--- src/rtl/uart_mmio.sv ---
// uart_mmio: memory-mapped UART with TX FIFO drain, sticky overflow and host-polled RX
module uart_mmio #(
  parameter logic [63:0] BASE_ADDR = 64'h0000_0000_1000_0000,
  parameter int TX_DEPTH = 8
) (
  input  logic        clk,
  input  logic        rst_n,
  input  logic        en,
  input  logic [7:0]  we,
  input  logic [63:0] addr,
  input  logic [63:0] wdata,
  output logic [63:0] rdata,
  output logic        uart_out_valid,
  output logic [7:0]  uart_out_ch,
  output logic        uart_in_valid,
  input  logic [7:0]  uart_in_ch
);
  localparam int AW = $clog2(TX_DEPTH);
  logic [7:0] mem [TX_DEPTH];
  logic [AW-1:0] wptr, rptr;
  logic [AW:0] count;
  logic ovf, tx_en, hit, rd, push, pop, full, empty, accept;
  logic [1:0] off;
  logic [63:0] rd_val;
  logic unused_bits;
  assign unused_bits = ^{addr[2:0], wdata[63:8]};
  assign hit = en & (addr[63:5] == BASE_ADDR[63:5]);
  assign off = addr[4:3];
  assign rd = en & (we == 8'h0);
  assign empty = count == '0;
  assign full = count == (AW+1)'(TX_DEPTH);
  assign push = hit & we[0] & (off == 2'd0);
  assign pop = tx_en & ~empty;
  // a full FIFO still takes a byte when the head leaves in the same cycle
  assign accept = push & (~full | pop);
  assign uart_out_valid = pop;
  assign uart_out_ch = pop ? mem[rptr] : 8'h0;
  assign uart_in_valid = hit & rd & (off == 2'd2);
  // register read mux; status reflects state before this cycle's push/pop
  always_comb begin
    rd_val = off == 2'd1 ? {48'h0, 8'(count), 5'h0, ovf, empty, full} :
             off == 2'd2 ? {56'h0, uart_in_ch} :
             off == 2'd3 ? {63'h0, tx_en} : 64'h0;
  end
  // FIFO storage, written only when the push is accepted
  always_ff @(posedge clk) begin
    if (accept) mem[wptr] <= wdata[7:0];
  end
  // pointers, count, status/control flags and registered read data
  always_ff @(posedge clk or negedge rst_n) begin
    if (!rst_n) begin
      wptr <= '0;
      rptr <= '0;
      count <= '0;
      ovf <= 1'b0;
      tx_en <= 1'b1;
      rdata <= 64'h0;
    end else begin
      if (accept) wptr <= wptr + 1'b1;
      if (pop) rptr <= rptr + 1'b1;
      count <= count + (AW+1)'(accept) - (AW+1)'(pop);
      if (push & full & ~pop) ovf <= 1'b1;
      else if (hit & we[0] & (off == 2'd1) & wdata[2]) ovf <= 1'b0;
      if (hit & we[0] & (off == 2'd3)) tx_en <= wdata[0];
      if (rd) rdata <= hit ? rd_val : 64'h0;
    end
  end
endmodule

--- config.mk ---
export PLATFORM = sky130hd
export DESIGN_NAME = uart_mmio
export DESIGN_NICKNAME = d
export VERILOG_FILES = /design/src/rtl/uart_mmio.sv
export SDC_FILE = /design/constraint.sdc
export NUM_CORES = 1
export LEC_CHECK = 0
export CAP_MARGIN = 20
export CORE_ASPECT_RATIO = 0.6
export CORE_UTILIZATION = 30
export CTS_BUF_LIST = sky130_fd_sc_hd__clkbuf_4 sky130_fd_sc_hd__clkbuf_8 sky130_fd_sc_hd__clkbuf_16
export CTS_CLUSTER_SIZE = 8
export DETAILED_ROUTE_END_ITERATION = 8
export GPL_TIMING_DRIVEN = 0
export PLACE_DENSITY_LB_ADDON = 0.3
export SLEW_MARGIN = 25
export SYNTH_ARGS = -nofsm -noshare
export SYNTH_HDL_FRONTEND = slang
export SYNTH_SLANG_ARGS = --single-unit
--- constraint.sdc ---
create_clock -name clk -period 3.2 [get_ports clk]
set_clock_uncertainty 0.15 [all_clocks]
set_input_delay 0.48 -clock clk [delete_from_list [all_inputs] [get_ports clk]]
set_output_delay 0.48 -clock clk [all_outputs]
set_load 0.02 [all_outputs]
Word level (Yosys, flattened, before mapping)
Memories as Yosys holds them, arrays and structs flattened.
Cells that the tools add are included.
{"block": "totals", "regBits": 76, "out_inout_bits": 74, "ram_bits": 64, "memories": 1}
{"block": "op_classes", "n_addsub": 4, "mux": 9, "bitwise_logic": 17, "n_eq_ne": 5, "n_reduce_logical": 4}
{"memory": "mem", "depth": 8, "width": 8, "rd": 1, "rd_clocked_by_memory_dff": 0, "wr": 1, "line": "19", "source": "logic [7:0] mem [TX_DEPTH];"}
{"op": "$eq 59x24->1 const B", "count": 1}
{"op": "$mux 12", "count": 2}
{"op": "$mux 8", "count": 2}
{"op": "$and 1x1->1", "count": 13}
{"op": "$logic_not 8->1", "count": 1}
{"op": "$add 3x1->3 const B", "count": 2}
{"op": "$mux 1", "count": 5}
{"op": "$add 4x1->4", "count": 1}
{"op": "$eq 2x2->1 const B", "count": 2}
{"op": "$eq 4x4->1 const B", "count": 1}
{"op": "$logic_not 4->1", "count": 1}
{"op": "$sub 4x1->4", "count": 1}
{"op": "$not 1->1", "count": 3}
{"op": "$eq 2x1->1 const B", "count": 1}
{"op": "$logic_not 2->1", "count": 1}
{"op": "$reduce_bool 2->1", "count": 1}
{"op": "$or 1x1->1", "count": 1}

Logic depth before layout (Yosys ltp)
{"block": "logic_depth", "word_depth": 7, "mapped_depth": 10}

Worst setup path after synthesis
OpenSTA, ideal clock, no wires.
{"block": "synth_timing", "kind": "input to register", "start": "input addr[22]", "end": "memory mem[0][0], enable pin", "cell_stages": 6, "path_buffers": 1, "path_slack_ns": 0.526, "arrival_time_ns": 2.141, "cell_sequence": "nor4_1 > nand4_1 > nor4_4 > buf_6 > nand3b_2 > nor3_1"}
{"block": "synth_via", "elab_chain_cells": 7}
{"item": "start, declared", "line": "10", "source": "input logic [63:0] addr,"}
{"item": "$eq 59x24->1", "line": "27", "source": "assign hit = en & (addr[63:5] == BASE_ADDR[63:5]);"}
{"item": "$and 1x1->1", "line": "27"}
{"item": "$and 1x1->1 (2 in series)", "line": "32", "source": "assign push = hit & we[0] & (off == 2'd0);"}
{"item": "$and 1x1->1", "line": "35", "source": "assign accept = push & (~full | pop);"}
{"item": "$mux 1", "line": "47", "source": "if (accept) mem[wptr] <= wdata[7:0];"}
{"item": "$mux 1 (not written as such)", "line": "47"}
{"item": "end, declared", "line": "19"}
Every way passes these cells.

Final worst setup path
{"block": "layout_timing", "start": "register rptr[1]", "end": "output uart_out_ch[1]"}
{"block": "layout_via", "elab_chain_cells": 2}
{"item": "start, declared", "line": "20", "source": "logic [AW-1:0] wptr, rptr;"}
{"item": "start signal, assigned", "line": "60", "source": "if (pop) rptr <= rptr + 1'b1;"}
{"item": "$mem_v2 8x8"}
{"item": "$mux 8", "line": "37", "source": "assign uart_out_ch = pop ? mem[rptr] : 8'h0;"}
{"item": "end, declared", "line": "14", "source": "output logic [7:0] uart_out_ch,"}
Every way passes these cells.

==> flow_metrics.tcl <==
set metrics [dict create \
    power_mw 2.49 \
    grt_start_max_net_pins 25 \
    sum_of_routed_wire_length_over_all_layers_um 9810 \
    nNetsFinal 631 \
    synthDominantCellAreaShare_pct 45.6 \
    final_min_period_over_clock_period_pct 95.2 \
    drt_iter0_drc 146 \
    power_density_nw_per_um2 409 \
    synth.most_common_cell "edfxtp_1" \
    vias_in_the_first_global_route 2739 \
    gp_congestion 0.726 \
    setup_viol 0 \
    initial_core_util_pct 30.8 \
    timing.critical_path.fanout_max 10 \
    share_comb_of_total_power_pct 9.9 \
    grt_first_pass_wirelength_um 14900 \
    vias_per_cell 4.18 \
    final_core_utilization_pct 44.4 \
    cap_violations 0 \
    power.switching_fraction_pct 20.5 \
    peakVddDrop_mv 0.231 \
    sequential_share_of_power_pct 49.3 \
    grt_antenna_before_repair 0 \
    cp_data_required_time_ns 2.57 \
    area_growth_pct 44.2 \
    layout_min_cycle_time_ns 3.05 \
    synth_cells 303 \
    route.vias.total 2815 \
    syn_avg_cell_area_um2 13.9 \
    grt_setup_unrepaired "no" \
    path_clk_slew_ns 0.06 \
    async_flop_share_pct 27.3 \
    die-area_um2 14500 \
    cts.htree.levels 3 \
    routed_wire_length_per_instance_um 14.6 \
    clock.fmax_mhz 328 \
    drt.antenna.violating_nets 0 \
    timing.max_slew.rel_slack_pct 36.9 \
    setup.worst_path.end_class "output port" \
    place_hpwl_um 7690 \
    power.share.clock_pct 40.8 \
    clock_insertion_delay_worst_skew_ns 0.33 \
    p_leak_nw 2.41 \
    synthesis.yosys.warnings 0 \
    mappedNetlistArea_um2 4210 \
    drive_above_1_share_pct 21.8 \
    p_int_mw 1.98 \
    groute.usage.overall_pct 14.0 \
    synth_common_cells "edfxtp_1 (64), buf_4 (52), nand2_1 (29)" \
    path_class "flop to output port" \
    placement_rows 33 \
    yosysTopAreaCell "edfxtp_1" \
    critical_path_data_arrival_time_ns 2.42 \
    firstDrtPassIters 4 \
    run_status "finished, final reports clean" \
    postSynthRegisterBits 88 \
    cts_made_buffers 9 \
    max-clock-path-buffers 2 \
    die_width_um 155 \
    synth_top_flop_cell "edfxtp_1" \
    crit_path_start_kind "flop" \
    yosysSeqAreaShare_pct 59.9 \
    report.final.hold_viol_count 0 \
    core_footprint_um2 13700 \
    synth_cell_type_count 45 \
    io_pins 221 \
    clock_sinks 88 \
    power_switching_mw 0.510 \
    max_slew.worst_pin.slew_ns 0.943 \
    cts_tree "built" \
    fp.dieH_um 93.8 \
    cts_root_buffer "clkbuf_16" \
    finalMaxSlewViolations 0 \
    io_buffer_count 109 \
    drt_drc_violations_left 0 \
    hold_path_class "flop to flop" \
    netlist_top_cells_area "edfxtp_1 (46%), dfrtp_1 (14%), buf_4 (9.3%)" \
    grt_overflow 0 \
    post_synth_edffs 64 \
    antennaDiodeCount 0 \
]
cell families (layout without fill, tap and decap cells):
kind of cell             Yosys count  in the layout  share of synthesized area [%]
multiplexers                      27             27                           11.3
buffers and inverters             65            192                           10.7
flip-flops                        88             88                           59.9
AO/OA/AOI/OAI                     19             19                           3.09
XOR/XNOR                           6              6                           1.25
adder cells (fa/ha/maj)            8              8                           2.55
AND/OR/NAND/NOR                   89             89                           11.2
other                              1             52                         0.0890
what timing repair did:
item / in CTS / in global routing
buffers inserted: 1 / 0
resized for setup: 6 / 8
hold buffers: 1 / 0
pin swaps: 1 / 0
endpoints found under the hold margin: 23 / 0
endpoints found under the setup margin: 9 / 21
cloned: 0 / 0
registers in the layout, indices dropped and copies added, names as in the netlist:
register and cells:
mem 64, tx_en 1, count 4, ovf 1, rptr 3, rdata 12, wptr 3
final cells by class:
| class | count | area (um2) |
|---|---|---|
| plain buffers | 61 | 445 |
| fillers | 1228 | 7590 |
| clock inverters | 6 | 60.1 |
| inverters | 4 | 15.0 |
| repair buffers | 111 | 1110 |
| clock buffers | 10 | 233 |
| well taps | 192 | 240 |
| multi-input cells | 201 | 1450 |
| flip-flops and latches | 88 | 2520 |
power by group through the flow:
stage	Clock, mW	Combinational (mW)	Sequential [mW]
5_1_grt	1.07	0.264	1.22
4_1_cts	1.04	0.243	1.23
3_3_place_gp	0	0.238	1.25
2_1_floorplan	0	0.112	1.25
3_5_place_dp	0	0.241	1.25
6_report	1.01	0.246	1.23
metrics by stage:
stage               setup slack [ns]  hold slack (ns)  cell area, um2  TNS, ns  instances
CTS                           0.0133            0.323            6060        0        673
global route                 0.00166            0.361            6070        0        673
global placement              -0.688            0.304            5740   -18.99        655
detailed placement            -0.336            0.309            5740   -16.52        655
floorplan                      0.526           0.0344            4400        0        354
finish                         0.154            0.317            6070        0        673
final timing paths:
path                           from              to  slack [ns]  cells after the start
hold / removal             rdata[1]        rdata[1]        0.32                      2
max in group asynchronous     rst_n           tx_en        2.01                      2
hold reg to reg            rdata[1]        rdata[1]        0.32                      2
min in group asynchronous     rst_n        rdata[2]        0.52                      2
setup / recovery            rptr[1]  uart_out_ch[1]        0.15                      6
setup reg to reg           count[2]       mem[7][7]        0.52                      6
routing by layer:
layer	global-route usage, %	up-vias	wire length [um]	part of all wire (%)
met3	2.91	10	491	5.0
met1	18.3	1370	4390	45
li1	-	1367	-	-
met5	0	-	0	0
met4	4.87	0	97	0.99
met2	23.3	68	4840	49
layout by cell type, fill, tap and decap left out, drive strengths merged, types with 2 or more instances in the layout:
cell type,count
nor3,2
xnor2,4
a22o,2
nor2,19
nor4b,2
mux2i,8
conb,52
nand2,31
clkdlybuf4s50,103
buf,57
nand3,6
nand2b,2
dlymetal6s2s,4
mux2,3
dfrtp,23
mux4,16
o21ai,7
xor2,2
inv,4
clkbuf,17
nand4,7
a21oi,2
o31ai,3
ha,7
clkinv,4
nor4,15
edfxtp,64
worst max-delay path: stages, from the launching register on:
cell and delay (ns):
dfrtp_1 0.35, clkbuf_2 0.27, clkbuf_2 0.34, mux4_2 0.36, mux2i_1 0.14, nor2_1 0.05
clkdlybuf4s50_1 0.56
(Power assumes the default switching activity.)
==> RTL edit, RTL diff (same flow settings) <==
The parameter `TX_DEPTH` goes from 8 to 32.
--- a/src/rtl/uart_mmio.sv
+++ b/src/rtl/uart_mmio.sv
@@ -3,3 +3,3 @@
   parameter logic [63:0] BASE_ADDR = 64'h0000_0000_1000_0000,
-  parameter int TX_DEPTH = 8
+  parameter int TX_DEPTH = 32
 ) (
Behaviour: no difference found for any inputs over 10 cycles, from zero or initial values and one cycle with rst_n low; that may be too few to reach the edited logic, so the function may still have changed.
==> RTL edit against the original RTL <==
  * The flow now finishes with violations (negative setup slack)
  * Routed wire length rose to 3.3 times the old value
  * Power rose to 3.4 times the old value
  * Sequential cell count is 200 higher
  * Global-route usage is 1.5 points higher
  * Combinational power rose by 20%
  * Synthesized area rose to 2.9 times the old value
  * Critical endpoint is now uart_out_ch[5]
  * Via count rose to 2.6 times the old value
  * Design area rose to 2.7 times the old value
  * Worst setup slack got worse by 0.31 ns
==> RTL edit: results <==
set metrics [dict create \
    grt_pass1_vias 7100 \
    placed_area_um2 14150 \
    finalWorstSetupSlack_ns -0.1582 \
    reg2reg_depth 16 \
    gp_congestion 0.8224 \
    cp_max_fo 8 \
    synth_edf_count 256 \
    r2r_start "count[4]$_DFF_PN0_" \
    slowest_stage "mux4_2" \
    critPathCapture "uart_out_ch[5]" \
    nets 1122 \
    rr_endpoint "count[4]$_DFF_PN0_" \
    hold_path_class "input port to async pin" \
    ys_top_cells_by_area "edfxtp_1 63%, mux4_2 9.8%, dfrtp_1 6.3%" \
    whs_ns 0.2016 \
    ys_types 50 \
    track_usage_pct 15.49 \
    grt_pass1_wl_um 46860 \
    outcome "complete, but fails checks" \
    clockPowerShare_pct 48.1 \
    nFillCells 3518 \
    h-tree-depth 2 \
    clock_path_buffers 3 \
    clock_latency_ns 0.53 \
    p_leak_nw 5.583 \
    drtIter0Drc 536 \
    reg.largest.list "mem x256, rdata x14, count x6" \
    cts.repair.resized 161 \
    max_slew.worst_pin.slew_ns 0.9252 \
    synth_cells 725 \
    async_reset_ff_share_pct 11.11 \
    yosysSeqAreaShare_pct 69.39 \
    swShare_pct 19.91 \
    portBuffers 110 \
    violations "negative setup slack" \
    comb-power_w 0.000294 \
    dp.cells 1407 \
    peakVddDrop_mv 0.3749 \
    overflow 0 \
    via_count 7186 \
    slowest_delay_ns 0.52 \
    grt_max_degree 34 \
    setup_viol 8 \
    cpLargestDelayFamily "multiplexers" \
    synth_commonest_cells "256 x edfxtp_1, 60 x buf_4, 56 x nor2_1" \
    dp_slack_ns -1.169 \
    rrSetupSlack_ns 0.16 \
    cts_buffers 41 \
    critPathArrivalTime_ns 2.73 \
    startpoint "rptr[0]$_DFFE_PN0P_" \
    fin_area_um2 16510 \
    drive_gt1_share_pct 35.66 \
    comb_power_share_pct 3.5 \
    tns_ns -0.9887 \
    drt-vias-per-instance 4.797 \
    post_cts_buffers 14 \
]
-- RTL edit: logic make-up (layout without fill, tap and decap cells) --
kind of cell | after synthesis | count (layout) | synth area share, %
DFF | 288 | 288 | 69.39
and+or+nand+nor | 157 | 157 | 6.556
muxes | 100 | 100 | 13.69
buffers and inverters | 100 | 302 | 5.052
AOI/OAI and AO/OA | 52 | 52 | 2.823
adders and majority gates | 15 | 15 | 1.595
xor gates and xnor gates | 12 | 12 | 0.8591
other | 1 | 50 | 0.03065
-- RTL edit: layer usage --
metal	share of wire (%)	vias up	GRT usage (%)
met3	7.8	40	4.284
li1	-	3228	-
met1	50	3705	24.31
met2	41	213	20.70
met5	0	-	0
met4	1.1	0	3.361
-- RTL edit: area by class of cell --
type	instances	share of cell area [%]
sequential	288	51.41
multi-input combinational	386	24.05
timing repair buffer	144	8.485
clock buffer	58	7.198
buffer	85	4.515
tap	522	3.955
inverter	14	0.3409
clock inverter	1	0.05303
